**config.mk**
```make
export PLATFORM = sky130hd
export DESIGN_NAME = seq_det_rr_sched_flat
export DESIGN_NICKNAME = d
export VERILOG_FILES = /design/src/rtl/seq_det_pkg.sv /design/src/rtl/seq_det_rr_sched_if.sv /design/src/rtl/seq_det_rr_sched_arb.sv /design/src/rtl/seq_det_rr_sched.sv /design/src/flat_wrapper.sv
export SDC_FILE = /design/constraint.sdc
export NUM_CORES = 1
export LEC_CHECK = 0
export ABC_AREA = 1
export CAP_MARGIN = 15
export CORE_ASPECT_RATIO = 0.5
export CORE_UTILIZATION = 26
export CTS_CLUSTER_DIAMETER = 30
export DETAILED_ROUTE_END_ITERATION = 10
export GPL_TIMING_DRIVEN = 1
export HOLD_SLACK_MARGIN = 0.1
export SYNTH_ARGS = -nofsm -noshare
export SYNTH_HDL_FRONTEND = slang
export SYNTH_SLANG_ARGS = --single-unit
```
**constraint.sdc**
```tcl
create_clock -name clk -period 2.66 [get_ports clk]
set_input_delay 0.266 -clock clk [delete_from_list [all_inputs] [get_ports clk]]
set_output_delay 0.266 -clock clk [all_outputs]
set_load 0.02 [all_outputs]
```
**src/rtl/seq_det_pkg.sv**
```systemverilog
// Shared state encodings and the 1101 Moore next-state function for the channel contexts.
// Pure definitions, no timing or flow control of their own.
package seq_det_pkg;

    typedef enum logic [2:0] {
        GN      = 3'd0,
        GOT1    = 3'd1,
        GOT11   = 3'd2,
        GOT110  = 3'd3,
        GOT1101 = 3'd4
    } det_state_t;

    localparam int STW = 3;

    // Overlapping detection: after a hit the trailing "1" is reused as a fresh prefix.
    function automatic det_state_t seq_det_next(input logic [STW-1:0] state, input logic b);
        det_state_t nxt;
        case (state)
            GN:      nxt = b ? GOT1  : GN;
            GOT1:    nxt = b ? GOT11 : GN;
            GOT11:   nxt = b ? GOT11 : GOT110;
            GOT110:  nxt = b ? GOT1101 : GN;
            GOT1101: nxt = b ? GOT11 : GN;
            default: nxt = GN;
        endcase
        return nxt;
    endfunction

endpackage

```
**src/rtl/seq_det_rr_sched_if.sv**
```systemverilog
// Channel-side handshake plus detector result bus for seq_det_rr_sched.
// Valid/ready on the channel side; the result side has no backpressure.
interface seq_det_rr_sched_if #(
    parameter int NCH  = 4,
    parameter int CHW  = 2,
    parameter int CNTW = 16
);
    logic [NCH-1:0]  ch_valid;
    logic [NCH-1:0]  ch_bit;
    logic [NCH-1:0]  ch_ready;
    logic [NCH-1:0]  ch_clear;
    logic            det_valid;
    logic [CHW-1:0]  det_ch;
    logic [2:0]      det_state;
    logic            det_hit;
    logic [CNTW-1:0] hit_cnt;

    modport master (
        output ch_valid, ch_bit, ch_clear,
        input  ch_ready, det_valid, det_ch, det_state, det_hit, hit_cnt
    );

    modport slave (
        input  ch_valid, ch_bit, ch_clear,
        output ch_ready, det_valid, det_ch, det_state, det_hit, hit_cnt
    );
endinterface

```
**src/rtl/seq_det_rr_sched_arb.sv**
```systemverilog
// Round-robin arbiter: combinational one-hot grant from req and the pointer it owns.
// Pointer moves past the granted channel only when advance is high; grant is zero in reset.
module rr_arbiter #(
    parameter int NCH = 4,
    parameter int CHW = $clog2(NCH)
) (
    input  logic           clk,
    input  logic           rst,
    input  logic [NCH-1:0] req,
    input  logic           advance,
    input  logic [CHW-1:0] gnt_idx,
    output logic [NCH-1:0] gnt
);

    logic [CHW-1:0] ptr_q;
    logic [CHW-1:0] ptr_d;
    logic [NCH-1:0] upper_mask;
    logic [NCH-1:0] req_hi;

    always_comb begin
        upper_mask = '0;
        for (int i = 0; i < NCH; i++) begin
            upper_mask[i] = (i >= int'(ptr_q));
        end
    end

    // Requests at or above the pointer win; otherwise wrap to the lowest request overall.
    always_comb begin
        req_hi = req & upper_mask;
        gnt    = '0;
        if (rst) begin
            if (req_hi != '0) begin
                gnt = req_hi & (-req_hi);
            end else begin
                gnt = req & (-req);
            end
        end
    end

    always_comb begin
        ptr_d = ptr_q;
        if (advance) begin
            ptr_d = (gnt_idx == CHW'(NCH - 1)) ? '0 : gnt_idx + CHW'(1);
        end
    end

    always_ff @(posedge clk) begin
        if (!rst) begin
            ptr_q <= '0;
        end else begin
            ptr_q <= ptr_d;
        end
    end

endmodule

```
**src/rtl/seq_det_rr_sched.sv**
```systemverilog
// Shares one 1101 Moore detector across NCH serial channels; one granted bit per cycle, result one cycle later.
// Channels see valid/ready (clear suppresses eligibility); results are pushed with no backpressure.
module seq_det_rr_sched
    import seq_det_pkg::*;
#(
    parameter int NCH  = 4,
    parameter int CHW  = 2,
    parameter int CNTW = 16
) (
    input  logic               clk,
    input  logic               rst,
    seq_det_rr_sched_if.slave  bus
);

    det_state_t     ctx_q [NCH];
    det_state_t     ctx_d [NCH];

    logic [NCH-1:0] elig;
    logic [NCH-1:0] gnt;
    logic           xfer;
    logic [CHW-1:0] gnt_idx;
    det_state_t     cur_st;
    det_state_t     nxt_st;

    logic            det_valid_q, det_valid_d;
    logic [CHW-1:0]  det_ch_q,    det_ch_d;
    det_state_t      det_state_q, det_state_d;
    logic            det_hit_q,   det_hit_d;
    logic [CNTW-1:0] hit_cnt_q,   hit_cnt_d;

    // A channel being cleared cannot be granted, so its pending bit stays with the source.
    assign elig = bus.ch_valid & ~bus.ch_clear;

    rr_arbiter #(
        .NCH (NCH),
        .CHW (CHW)
    ) u_arb (
        .clk     (clk),
        .rst     (rst),
        .req     (elig),
        .advance (xfer),
        .gnt_idx (gnt_idx),
        .gnt     (gnt)
    );

    assign xfer         = |gnt;
    assign bus.ch_ready = gnt;

    always_comb begin
        gnt_idx = '0;
        for (int i = 0; i < NCH; i++) begin
            if (gnt[i]) begin
                gnt_idx = CHW'(i);
            end
        end
    end

    assign cur_st = ctx_q[gnt_idx];
    assign nxt_st = seq_det_next(cur_st, bus.ch_bit[gnt_idx]);

    always_ff @(posedge clk) begin
        for (int i = 0; i < NCH; i++) begin
            if (!rst) begin
                ctx_q[i] <= GN;
            end else begin
                ctx_q[i] <= ctx_d[i];
            end
        end
    end

    always_comb begin
        for (int i = 0; i < NCH; i++) begin
            ctx_d[i] = ctx_q[i];
            if (bus.ch_clear[i]) begin
                ctx_d[i] = GN;
            end else if (gnt[i]) begin
                ctx_d[i] = nxt_st;
            end
        end
    end

    always_comb begin
        det_valid_d = xfer;
        det_ch_d    = det_ch_q;
        det_state_d = det_state_q;
        det_hit_d   = det_hit_q;
        hit_cnt_d   = hit_cnt_q;
        if (xfer) begin
            det_ch_d    = gnt_idx;
            det_state_d = nxt_st;
            det_hit_d   = (nxt_st == GOT1101);
            if ((nxt_st == GOT1101) && (hit_cnt_q != '1)) begin
                hit_cnt_d = hit_cnt_q + CNTW'(1);
            end
        end
    end

    always_ff @(posedge clk) begin
        if (!rst) begin
            det_valid_q <= 1'b0;
            det_ch_q    <= '0;
            det_state_q <= GN;
            det_hit_q   <= 1'b0;
            hit_cnt_q   <= '0;
        end else begin
            det_valid_q <= det_valid_d;
            det_ch_q    <= det_ch_d;
            det_state_q <= det_state_d;
            det_hit_q   <= det_hit_d;
            hit_cnt_q   <= hit_cnt_d;
        end
    end

    assign bus.det_valid = det_valid_q;
    assign bus.det_ch    = det_ch_q;
    assign bus.det_state = det_state_q;
    assign bus.det_hit   = det_hit_q;
    assign bus.hit_cnt   = hit_cnt_q;

endmodule

```
**src/flat_wrapper.sv**
```systemverilog
// flat-port wrapper written by rule: the top's interface ports become plain ports
module seq_det_rr_sched_flat import seq_det_pkg::*;
#(
    parameter int NCH  = 4,
    parameter int CHW  = 2,
    parameter int CNTW = 16
)
  (clk, rst, bus_ch_valid, bus_ch_bit, bus_ch_clear, bus_ch_ready, bus_det_valid, bus_det_ch, bus_det_state, bus_det_hit, bus_hit_cnt);
  seq_det_rr_sched_if #(.NCH(NCH), .CHW(CHW), .CNTW(CNTW)) bus_i ();
  input  logic clk;
  input  logic rst;
  input wire logic [$bits(bus_i.ch_valid)-1:0] bus_ch_valid;
  input wire logic [$bits(bus_i.ch_bit)-1:0] bus_ch_bit;
  input wire logic [$bits(bus_i.ch_clear)-1:0] bus_ch_clear;
  output wire logic [$bits(bus_i.ch_ready)-1:0] bus_ch_ready;
  output wire logic [$bits(bus_i.det_valid)-1:0] bus_det_valid;
  output wire logic [$bits(bus_i.det_ch)-1:0] bus_det_ch;
  output wire logic [$bits(bus_i.det_state)-1:0] bus_det_state;
  output wire logic [$bits(bus_i.det_hit)-1:0] bus_det_hit;
  output wire logic [$bits(bus_i.hit_cnt)-1:0] bus_hit_cnt;
  assign bus_i.ch_valid = bus_ch_valid;
  assign bus_i.ch_bit = bus_ch_bit;
  assign bus_i.ch_clear = bus_ch_clear;
  assign bus_ch_ready = bus_i.ch_ready;
  assign bus_det_valid = bus_i.det_valid;
  assign bus_det_ch = bus_i.det_ch;
  assign bus_det_state = bus_i.det_state;
  assign bus_det_hit = bus_i.det_hit;
  assign bus_hit_cnt = bus_i.hit_cnt;
  seq_det_rr_sched #(.NCH(NCH), .CHW(CHW), .CNTW(CNTW)) u_core (.clk(clk), .rst(rst), .bus(bus_i));
endmodule
```
Yosys cells after proc, flatten, opt, wreduce, memory -nomap -nowiden
Memory sizes are Yosys's and may differ from the RTL's.
Index checks and enable logic that the tools add are counted.
{"block": "classes", "addsub": 4, "order_cmp": 4, "n_eq_ne": 11, "n_mux": 27, "n_bitwise": 9, "n_reduce_logical": 10}
{"op": "$mux 3", "n": 13}
{"op": "$add 16x1->16 const B", "n": 1}
{"op": "$and 4x4->4", "n": 4}
{"op": "$ne 16x16->1 const B", "n": 1}
{"op": "$pmux 3 s4", "n": 1}
{"op": "$reduce_and 2->1", "n": 5}
{"op": "$mux 2", "n": 4}
{"op": "$mux 4", "n": 2}
{"op": "$ne 2x2->1 const B", "n": 4}
{"op": "$neg 4->4", "n": 2}
{"op": "$eq 3x2->1 const B", "n": 2}
{"op": "$eq 3x3->1 const B", "n": 2}
{"op": "$mux 1", "n": 6}
{"op": "$ge 1x2->1 const A", "n": 2}
{"op": "$not 4->4", "n": 1}
{"op": "$or 1x1->1", "n": 4}
{"op": "$reduce_bool 4->1", "n": 1}
{"op": "$reduce_or 4->1", "n": 1}
{"op": "$eq 3x1->1 const B", "n": 1}
{"op": "$logic_not 3->1", "n": 1}
{"op": "$lt 2x3->1 const B", "n": 1}
{"op": "$add 2x1->2 const B", "n": 1}
{"op": "$bmux 1 s2", "n": 1}
{"op": "$eq 2x2->1 const B", "n": 1}
{"op": "other kinds (3)", "n": 3}
{"block": "word_totals", "regBits": 25, "mem_bits_rw": 12, "in_bits": 14, "out_inout_bits": 27, "memories": 1}
{"memory": "u_core.ctx_q", "words": 4, "word_bits": 3, "read_ports": 1, "rd_ports_with_merged_regs": 0, "wr": 4, "line_no": "seq_det_rr_sched.sv:15", "text": "det_state_t ctx_q [NCH];"}

Logic depth before layout (Yosys ltp)
Gate-level depths: netlist of the first run.
{"block": "depth", "word_depth": 17, "mapped_depth": 18, "mapped_depth_nobuf": 18}

Cells and area by module
Synthesis of the first run repeated with hierarchy kept, for this count alone.
{"block": "unflattened", "hier_cells": 322, "area_unflattened_um2": 2242.2}
{"module": "seq_det_rr_sched", "instances": 1, "cells_each": 291, "area_each_um2": 2063.2, "seq_area_each_um2": 820.8}
{"module": "rr_arbiter", "instances": 1, "cells_each": 31, "area_each_um2": 178.9, "seq_area_each_um2": 40.0}

Worst setup path before layout of the first run
OpenSTA, ideal clock, no wires.
{"block": "synth_timing", "kind": "register to register", "startpoint": "register u_core.hit_cnt_q[0], in the netlist u_core.bus.hit_cnt[0]", "endpoint": "register u_core.hit_cnt_q[11], in the netlist u_core.bus.hit_cnt[11]", "setup_time_ps": 132, "arrival_ps": 1910, "slack_ps": 618, "path_stages_with_launch": 10, "cell_sequence": "dfxtp_1 ha_1 inv_1 nor3_1 nand2_1 nor3_1 nand2_1 clkbuf_1 nand4_1 a21oi_1"}
{"block": "synth_via", "elab_chain_cells": 3, "word_cells_on_any_way": 4}
{"element": "start: declaration", "line_no": "seq_det_rr_sched.sv:29", "text": "logic [CNTW-1:0] hit_cnt_q, hit_cnt_d;"}
{"element": "start signal: assignment", "line_no": "seq_det_rr_sched.sv:110", "text": "hit_cnt_q <= hit_cnt_d;"}
{"element": "branches (longest 3 deep; another with $add 16x1->16)"}
Several ways; the timed one is not identified.
A chain may end at the register's enable or synchronous reset.

Worst setup path in the final report of the first run
{"block": "layout_timing", "startpoint": "input port bus_ch_valid[0]", "endpoint": "output port bus_ch_ready[1]"}
{"block": "layout_via", "elab_chain_cells": 6, "word_cells_on_any_way": 9}
{"element": "start: declaration", "line_no": "flat_wrapper.sv:12", "text": "input wire logic [$bits(bus_i.ch_valid)-1:0] bus_ch_valid;"}
{"element": "$and 4x4->4 (*)", "line_no": "seq_det_rr_sched.sv:32", "text": "assign elig = bus.ch_valid & ~bus.ch_clear;"}
{"element": "$and 4x4->4", "line_no": "seq_det_rr_sched_arb.sv:29", "text": "req_hi = req & upper_mask;"}
{"element": "$neg 4->4", "line_no": "seq_det_rr_sched_arb.sv:33", "text": "gnt = req_hi & (-req_hi);"}
{"element": "$and 4x4->4", "line_no": "seq_det_rr_sched_arb.sv:33"}
{"element": "$mux 4 (*)", "line_no": "seq_det_rr_sched_arb.sv:32", "text": "if (req_hi != '0) begin"}
{"element": "$mux 4 (*)", "line_no": "seq_det_rr_sched_arb.sv:31", "text": "if (rst) begin"}
{"element": "end: declaration", "line_no": "flat_wrapper.sv:15", "text": "output wire logic [$bits(bus_i.ch_ready)-1:0] bus_ch_ready;"}
Mark *: on every way between the ends. The rest lies on a longest branch, timed or not.

==> reports/results.ini, run 1 <==
[timing]
rsz0062_at_grt = false
period_minus_slack_ps = 2350
setup_slack_ps = 310
fmax_mhz = 425
max-slew-margin-rel = 0.690
post-route-period-util = 0.884
hold_violations = 0
setup_viol = 0
worstMarginPinSlew_ps = 461
tns_ps = 0
fin_skew_ps = 9.88
final_max_slew_viol_count = 0

[global_route]
track_usage = 0.133
overflow = 0
grt_first_pass_wirelength_mm = 9.27
antenna_found_initial = 0
grt_max_degree = 20
grt_pass1_vias = 1972

[synthesis]
synth_edf_count = 12
syn_inst = 290
synth-async-reset-ratio = 0
avgSynthCellArea_sq_um = 7.58
syn-num-nets = 305
synth_top_flop_cell = dfxtp_1
synth-seq-cells = 37
yosysSeqAreaShare = 0.392
ys_warn_count = 0
yosysUniqueCellTypes = 31
syn_area_sq_mm = 0.00220

[routing]
vias = 1984
drtPass1Iterations = 4
drc = 0
drtIter0Drc = 117
routed_wl_mm = 5.37
wl_per_cell_microns = 11.9
antenna_left = 0
viasPerCell = 4.39

[die]
start_util = 0.272
core_area_sq_mm = 0.00809
num_rows = 23
chipHeight_microns = 67
ios = 41
die_area_sq_mm = 0.00884
die_x_microns = 132

[cells_and_area]
area.growth.synth_to_final_pct = 32.7
finalInstanceArea_sq_mm = 0.00292
num-fill-cells = 844
n_antenna_cell = 0
layout.cells.non_filler = 452
drive_above_1_share = 0.147
nets = 354

[place]
pre_cts_slack_ps = 22.8
placed_cells = 444
postPlaceCellArea_sq_mm = 0.00276
portBuffers = 40
dp_hpwl_mm = 4.05
gp_congestion = 0.825

[setup_path]
critical-path-slowest-cell = clkdlybuf4s50_1
cp.arrival_ps = 2080
path_max_fanout = 8
cp_data_required_time_ps = 2390
cp_cell_sequence = clkdlybuf4s50_1 > inv_1 > nor2_1 > nand2_1 > nand2_2 > nor2_2 > nand2_2 > nand3_4 > inv_2 > clkdlybuf4s50_1
start_kind = input port
crit_path_max_incr_delay_ps = 610
timing.rr.start = u_core.u_arb.ptr_q[1]
reg2regPathDepth = 12
critPathKind = in -> out
setup.worst_path.end_class = output pin
crit_start = bus_ch_valid[0]

[cts]
cts_tree = yes
cts_setup_buffers = 0
clock_latency_ps = 280
cts.sinks = 37
hold_buffers = 0
clkSlewWorstSetupHoldPaths_ps = 50
numCtsBuffers = 5
h-tree-depth = 2
cts-resized-gates = 0
clk_path_buf_depth = 2
cts_root_buf = clkbuf_16

[worst_hold_path]
hold-path-cell-count = 2
hold_path_startpoint = u_core.bus.det_state[2]
hold_class = reg -> reg

[pwr]
ir_drop_uv = 215
powerDensity_mw_per_mm2 = 546
p_leak_nw = 1.17

[status]
status = finished, final reports clean

[run]
maxCapViolCount = 0

[power breakdown]
| group | switching [mW] | internal (mW) |
|---|---|---|
| registers | 0.0164 | 0.620 |
| clock network | 0.228 | 0.372 |
| logic | 0.223 | 0.133 |
[cell usage after synthesis (2+ instances only)]
library cell | count | share of area
nand2_1 | 63 | 0.11
o21bai_1 | 2 | 0.0068
xor2_1 | 12 | 0.048
dfxtp_1 | 25 | 0.23
buf_2 | 3 | 0.0068
nand4_1 | 17 | 0.048
nand3_4 | 2 | 0.016
nor2_1 | 24 | 0.041
a21oi_1 | 21 | 0.048
edfxtp_1 | 12 | 0.16
o21ai_0 | 3 | 0.0068
inv_2 | 7 | 0.012
nand2_2 | 7 | 0.020
clkbuf_1 | 4 | 0.0068
nand3_2 | 5 | 0.023
buf_6 | 3 | 0.015
nand3_1 | 21 | 0.048
xnor2_1 | 2 | 0.0080
nor2_2 | 3 | 0.0085
inv_1 | 35 | 0.060
nor3_1 | 9 | 0.020
[flip-flops by register name, summed over array words and instances, names as in the netlist]
name	cells
u_core.bus.det_state	3
u_core.ctx_q	12
u_core.u_arb.ptr_q	2
u_core.bus.hit_cnt	16
u_core.bus.det_hit	1
u_core.bus.det_valid	1
u_core.bus.det_ch	2
[worst max-delay path, delay by kind of cell]
family                 cells  cell delay, ps
buffers and inverters      4            1280
AND/OR/NAND/NOR            6             550
[logic make-up after synthesis]
group,count (synthesis),synth area share
AOI/OAI and AO/OA,29,0.0740
DFF,37,0.392
xor gates and xnor gates,14,0.0558
buffers and inverters,52,0.101
adders and majority gates,1,0.00569
and+or+nand+nor,157,0.372
[placed cells by master (no fill, tap or decap), drive strengths merged, types with 2 or more instances in the layout]
master / instances
a21oi: 22
buf: 12
clkbuf: 6
clkdlybuf4s50: 40
clkinv: 2
dfxtp: 25
edfxtp: 12
inv: 42
nand2: 71
nand3: 28
nand4: 18
nor2: 28
nor3: 10
o21ai: 4
o21bai: 2
xnor2: 2
xor2: 12
[final timing paths]
check / end / slack (ps)
worst max register to register: u_core.ctx_q[0][0] / 410
worst max-delay path: bus_ch_ready[1] / 310
worst min-delay path: u_core.bus.det_state[2] / 460
worst min register to register: u_core.bus.det_state[2] / 460
[routing by layer]
metal / GRT usage / routed length [microns] / up-vias / share of wire
li1: - / - / 1048 / -
met1: 0.168 / 2620 / 890 / 0.49
met2: 0.225 / 2470 / 39 / 0.46
met3: 0.0320 / 213 / 7 / 0.040
met4: 0.0436 / 64 / 0 / 0.012
met5: 0 / 0 / - / 0
[area by class of cell]
cell class	instances	area (sq um)	area share
multi-input combinational	201	1110	0.382
sequential	37	861	0.295
timing repair buffer	52	490	0.168
inverter	42	158	0.0541
tap	112	140	0.0480
clock buffer	6	139	0.0476
clock inverter	2	13.8	0.00472
[metrics by stage]
step | util | hold WS (ps) | total power [mW]
2_1_floorplan | - | 457 | 0.881
3_3_place_gp | 0.342 | 454 | 1.01
3_5_place_dp | 0.342 | 458 | 1.01
4_1_cts | 0.361 | 468 | 1.62
5_1_grt | 0.361 | 507 | 1.67
6_report | 0.361 | 463 | 1.59
Note: power is estimated with default switching activity, not from simulation.
==> inputs of run 2 (changes only) <==
--- a/config.mk
+++ b/config.mk
@@ -9,6 +9,7 @@
 export CAP_MARGIN = 15
 export CORE_ASPECT_RATIO = 0.5
 export CORE_UTILIZATION = 26
+export CTS_BUF_LIST = sky130_fd_sc_hd__clkbuf_2
 export CTS_CLUSTER_DIAMETER = 30
 export DETAILED_ROUTE_END_ITERATION = 10
 export GPL_TIMING_DRIVEN = 1
==> run 2 against run 1 <==
Compared with the run above:
- final cell count stayed put
- sequential power barely moved
- critical path depth is 3 lower
- worst hold slack better by 15 ps
- register-to-register slack barely moved
- clock power down 55%
- critical path type is now reg -> out
- combinational power is essentially flat
- total power is 21% lower
- global-route usage down 0.17 points
- count of clock-buffer cells in the layout is 1 lower
- final area is 3.8% lower
- wire length decreased by 0.56%
==> reports/results.ini, run 2 (synthesis results as in run 1) <==
[place]
dp_hpwl_mm = 4.05
placed_cells = 444
portBuffers = 40
pre_cts_slack_ps = 22.8
postPlaceCellArea_sq_mm = 0.00276
gp_congestion = 0.825

[cts]
h-tree-depth = 2
cts_root_buf = clkbuf_2
cts_tree = yes
cts-resized-gates = 0
numCtsBuffers = 5
cts.sinks = 37
clock_latency_ps = 420
clkSlewWorstSetupHoldPaths_ps = 190
clk_path_buf_depth = 2
cts_setup_buffers = 0
hold_buffers = 0

[timing]
worstMarginPinSlew_ps = 468
fin_skew_ps = 42.5
setup_slack_ps = 241
setup_viol = 0
period_minus_slack_ps = 2420
tns_ps = 0
hold_violations = 0
rsz0062_at_grt = false
final_max_slew_viol_count = 0
post-route-period-util = 0.910
max-slew-margin-rel = 0.685
fmax_mhz = 413

[cells_and_area]
regArea_sq_um = 861
final_common_cell = nand2_1
layout.cells.non_filler = 452
num-fill-cells = 859
n_antenna_cell = 0
multi_input_area_sq_mm = 0.00111
finalInstanceArea_sq_mm = 0.00281
mostFrequentLayoutCells = 63 x nand2_1, 40 x clkdlybuf4s50_1, 35 x inv_1
drive_above_1_share = 0.144
finish.utilization = 0.347
area.growth.synth_to_final_pct = 27.7
nets = 354
largest_reg_flops = 16

[setup_path]
critPathKind = reg -> out
cp.arrival_ps = 2150
setup.worst_path.end_class = output pin
start_kind = flop
crit_path_max_incr_delay_ps = 610
cp_data_required_time_ps = 2390
critical-path-slowest-cell = clkdlybuf4s50_1
cp_cell_sequence = nand2_1 > nand3_2 > nand2_4 > a21oi_4 > nand3_4 > inv_2 > clkdlybuf4s50_1
r2r_slack_ps = 400
path_max_fanout = 8

[routing]
routed_wl_mm = 5.34
drtPass1Iterations = 4
drtIter0Drc = 107
viasPerCell = 4.38
vias = 1979
antenna_left = 0
drc = 0
wl_per_cell_microns = 11.8

[die]
num_rows = 23
core_area_sq_mm = 0.00809
ios = 41
chipHeight_microns = 67
die_x_microns = 132
die_area_sq_mm = 0.00884
start_util = 0.272

[pwr]
powerDensity_mw_per_mm2 = 450
ir_drop_uv = 131
p_leak_nw = 1.12

[global_route]
track_usage = 0.131
grt_first_pass_wirelength_mm = 9.09
overflow = 0
grt_pass1_vias = 1930
antenna_found_initial = 0
grt_max_degree = 20

[status]
status = finished, final reports clean

[worst_hold_path]
hold_class = reg -> reg

[run]
maxCapViolCount = 0

## run 2: report_power, final
group	leakage (nW)	switching (mW)	internal [mW]
registers	0.339	0.0162	0.620
clock network	0.0304	0.208	0.0621
logic	0.753	0.224	0.133
## run 2: routing by layer
layer	track usage	routed length [microns]	up-vias
li1	-	-	1050
met1	0.166	2620	888
met2	0.225	2450	34
met3	0.0297	212	7
met4	0.0392	53	0
met5	0	0	-
## run 2: cell type report
class | instances | share of cell area
inverter | 42 | 0.0562
sequential | 37 | 0.307
timing repair buffer | 52 | 0.175
tap | 112 | 0.0499
clock buffer | 5 | 0.00892
multi-input combinational | 201 | 0.397
clock inverter | 3 | 0.00624
## run 2: metrics by stage
| step | hold slack, ps | total power, mW |
|---|---|---|
| 6_report | 478 | 1.26 |
| 3_5_place_dp | 458 | 1.01 |
| 2_1_floorplan | 457 | 0.881 |
| 4_1_cts | 483 | 1.28 |
| 5_1_grt | 523 | 1.33 |
| 3_3_place_gp | 454 | 1.01 |
## run 2: final timing paths
path | depth (start not counted) | from | to
worst max-delay path | 7 | u_core.u_arb.ptr_q[1] | bus_ch_ready[1]
worst min-delay path | 2 | u_core.bus.det_state[2] | u_core.bus.det_state[2]
worst max register to register | 15 | u_core.u_arb.ptr_q[1] | u_core.bus.hit_cnt[1]
worst min register to register | 2 | u_core.bus.det_state[2] | u_core.bus.det_state[2]
## run 2: critical path, delay by kind of cell, from the launching register on
family,cells,cell delay (ps)
AOI/OAI and AO/OA,1,160
buffers and inverters,2,760
DFF,1,430
and+or+nand+nor,4,420
==> inputs of run 3 (changes only) <==
--- a/config.mk
+++ b/config.mk
@@ -8,9 +8,10 @@
 export ABC_AREA = 1
 export CAP_MARGIN = 15
 export CORE_ASPECT_RATIO = 0.5
+export CORE_MARGIN = 2
 export CORE_UTILIZATION = 26
 export CTS_BUF_LIST = sky130_fd_sc_hd__clkbuf_2
-export CTS_CLUSTER_DIAMETER = 30
+export CTS_CLUSTER_DIAMETER = 100
 export DETAILED_ROUTE_END_ITERATION = 10
 export GPL_TIMING_DRIVEN = 1
 export HOLD_SLACK_MARGIN = 0.1
==> run 3 against run 2 <==
Compared with the run above:
- count of clock-buffer cells in the layout increased by 2
- worst hold slack got worse by 7.7 ps
- fmax decreased by 0.25%
- die area increased by 4.5%
- sequential share of layout area about the same
- wire length increased by 0.97%
- critical path depth unchanged
- combinational power about the same
- clock power about the same
- via count increased by 1.7%
- total power about the same
- utilization about the same
==> reports/results.ini, run 3 (synthesis results as in run 1) <==
[status]
status = finished, final reports clean

[cts]
cts-resized-gates = 0
cts_root_buf = clkbuf_2
cts.sinks = 37
h-tree-depth = 2
numCtsBuffers = 5
clkSlewWorstSetupHoldPaths_ps = 210
cts_setup_buffers = 0
cts_tree = yes
hold_buffers = 0
clock_latency_ps = 400
clk_path_buf_depth = 2

[place]
portBuffers = 40
postPlaceCellArea_sq_mm = 0.00277
pre_cts_slack_ps = 84.3
placed_cells = 445
gp_congestion = 0.837
dp_hpwl_mm = 4.12

[cells_and_area]
multi_input_area_sq_mm = 0.00111
finalInstanceArea_sq_mm = 0.00281
largest_reg_flops = 16
area.growth.synth_to_final_pct = 27.9
nets = 355
finish.utilization = 0.348
mostFrequentLayoutCells = 63 x nand2_1, 40 x clkdlybuf4s50_1, 35 x inv_1
regArea_sq_um = 861
layout.cells.non_filler = 453
drive_above_1_share = 0.150
final_common_cell = nand2_1
n_antenna_cell = 0
num-fill-cells = 861

[timing]
setup_slack_ps = 235
fin_skew_ps = 20.3
hold_violations = 0
rsz0062_at_grt = false
final_max_slew_viol_count = 0
post-route-period-util = 0.912
setup_viol = 0
holdWs_ps = 471
max-slew-margin-rel = 0.695
tns_ps = 0
period_minus_slack_ps = 2430
worstMarginPinSlew_ps = 453
fmax_mhz = 412

[routing]
drc = 0
drtIter0Drc = 122
drtPass1Iterations = 4
viasPerCell = 4.44
antenna_left = 0
vias = 2012
wl_per_cell_microns = 11.9
routed_wl_mm = 5.39

[pwr]
p_leak_nw = 1.13
powerDensity_mw_per_mm2 = 450
fin_total_pwr_mw = 1.26
ir_drop_uv = 129

[die]
ios = 41
num_rows = 23
die_area_sq_mm = 0.00925
die_x_microns = 134
start_util = 0.272
chipHeight_microns = 69
core_area_sq_mm = 0.00809

[global_route]
grt_pass1_vias = 1910
grt_max_degree = 20
grt_first_pass_wirelength_mm = 8.96
track_usage = 0.120
overflow = 0
antenna_found_initial = 0

[worst_hold_path]
hold_class = reg -> reg
hold_path_startpoint = u_core.bus.det_ch[1]

[setup_path]
critical-path-slowest-cell = clkdlybuf4s50_1
crit_buf_inv = 2
cp_cell_sequence = nand2_1 > nand3_2 > nand2_4 > a21oi_4 > nand3_4 > inv_2 > clkdlybuf4s50_1
cp.arrival_ps = 2160
path_max_fanout = 8
reg2regPathDepth = 12
r2r_end = u_core.ctx_q[1][0]
critical-path-top-delay-family = buffers and inverters
critPathKind = reg -> out
crit_end = bus_ch_ready[1]
crit_path_max_incr_delay_ps = 610
cp_data_required_time_ps = 2390
start_kind = flop
timing.rr.start = u_core.u_arb.ptr_q[1]
crit_start = u_core.u_arb.ptr_q[1]
cp.depth = 7
r2r_slack_ps = 400
setup.worst_path.end_class = output pin

[run]
maxCapViolCount = 0

==> run 3: area by class of cell <==
cell class	instances	area share
multi-input combinational	201	0.397
clock buffer	7	0.0125
inverter	42	0.0561
sequential	37	0.306
clock inverter	1	0.00134
timing repair buffer	53	0.177
tap	112	0.0499
==> run 3: how the worst min path moves through the flow <==
stage,cells past startpoint,to
after CTS,2,u_core.bus.det_ch[1]
after detailed placement,2,u_core.bus.det_ch[1]
after floorplan,2,u_core.u_arb.ptr_q[0]
after global routing,2,u_core.bus.det_hit
after global placement,2,u_core.bus.det_ch[1]
final,2,u_core.bus.det_ch[1]
==> run 3: power by group <==
group / internal [mW] / leakage [nW] / switching (mW) / total, mW
Combinational: 0.133 / 0.758 / 0.224 / 0.358
Clock: 0.0712 / 0.0333 / 0.199 / 0.270
Sequential: 0.620 / 0.339 / 0.0155 / 0.635
Total: 0.825 / 1.13 / 0.439 / 1.26
==> run 3: layer usage <==
metal | up-vias | track usage | wire length (microns)
met1 | 914 | 0.163 | 2630
li1 | 1050 | - | -
met5 | - | 0 | 0
met3 | 8 | 0.0250 | 237
met4 | 0 | 0.0402 | 87
met2 | 40 | 0.190 | 2430
==> run 3: worst reg2reg max path, cell delays in order, from the launching register on <==
cell,delay (ps)
dfxtp_1,420
nand2_1,80
nand3_2,110
nand2_4,80
a21oi_4,160
nand3_4,140
buf_4,200
nand3_1,80
nand3_1,100
nand2_1,130
a21oi_1,60
o21bai_1,380
nor2_1,70
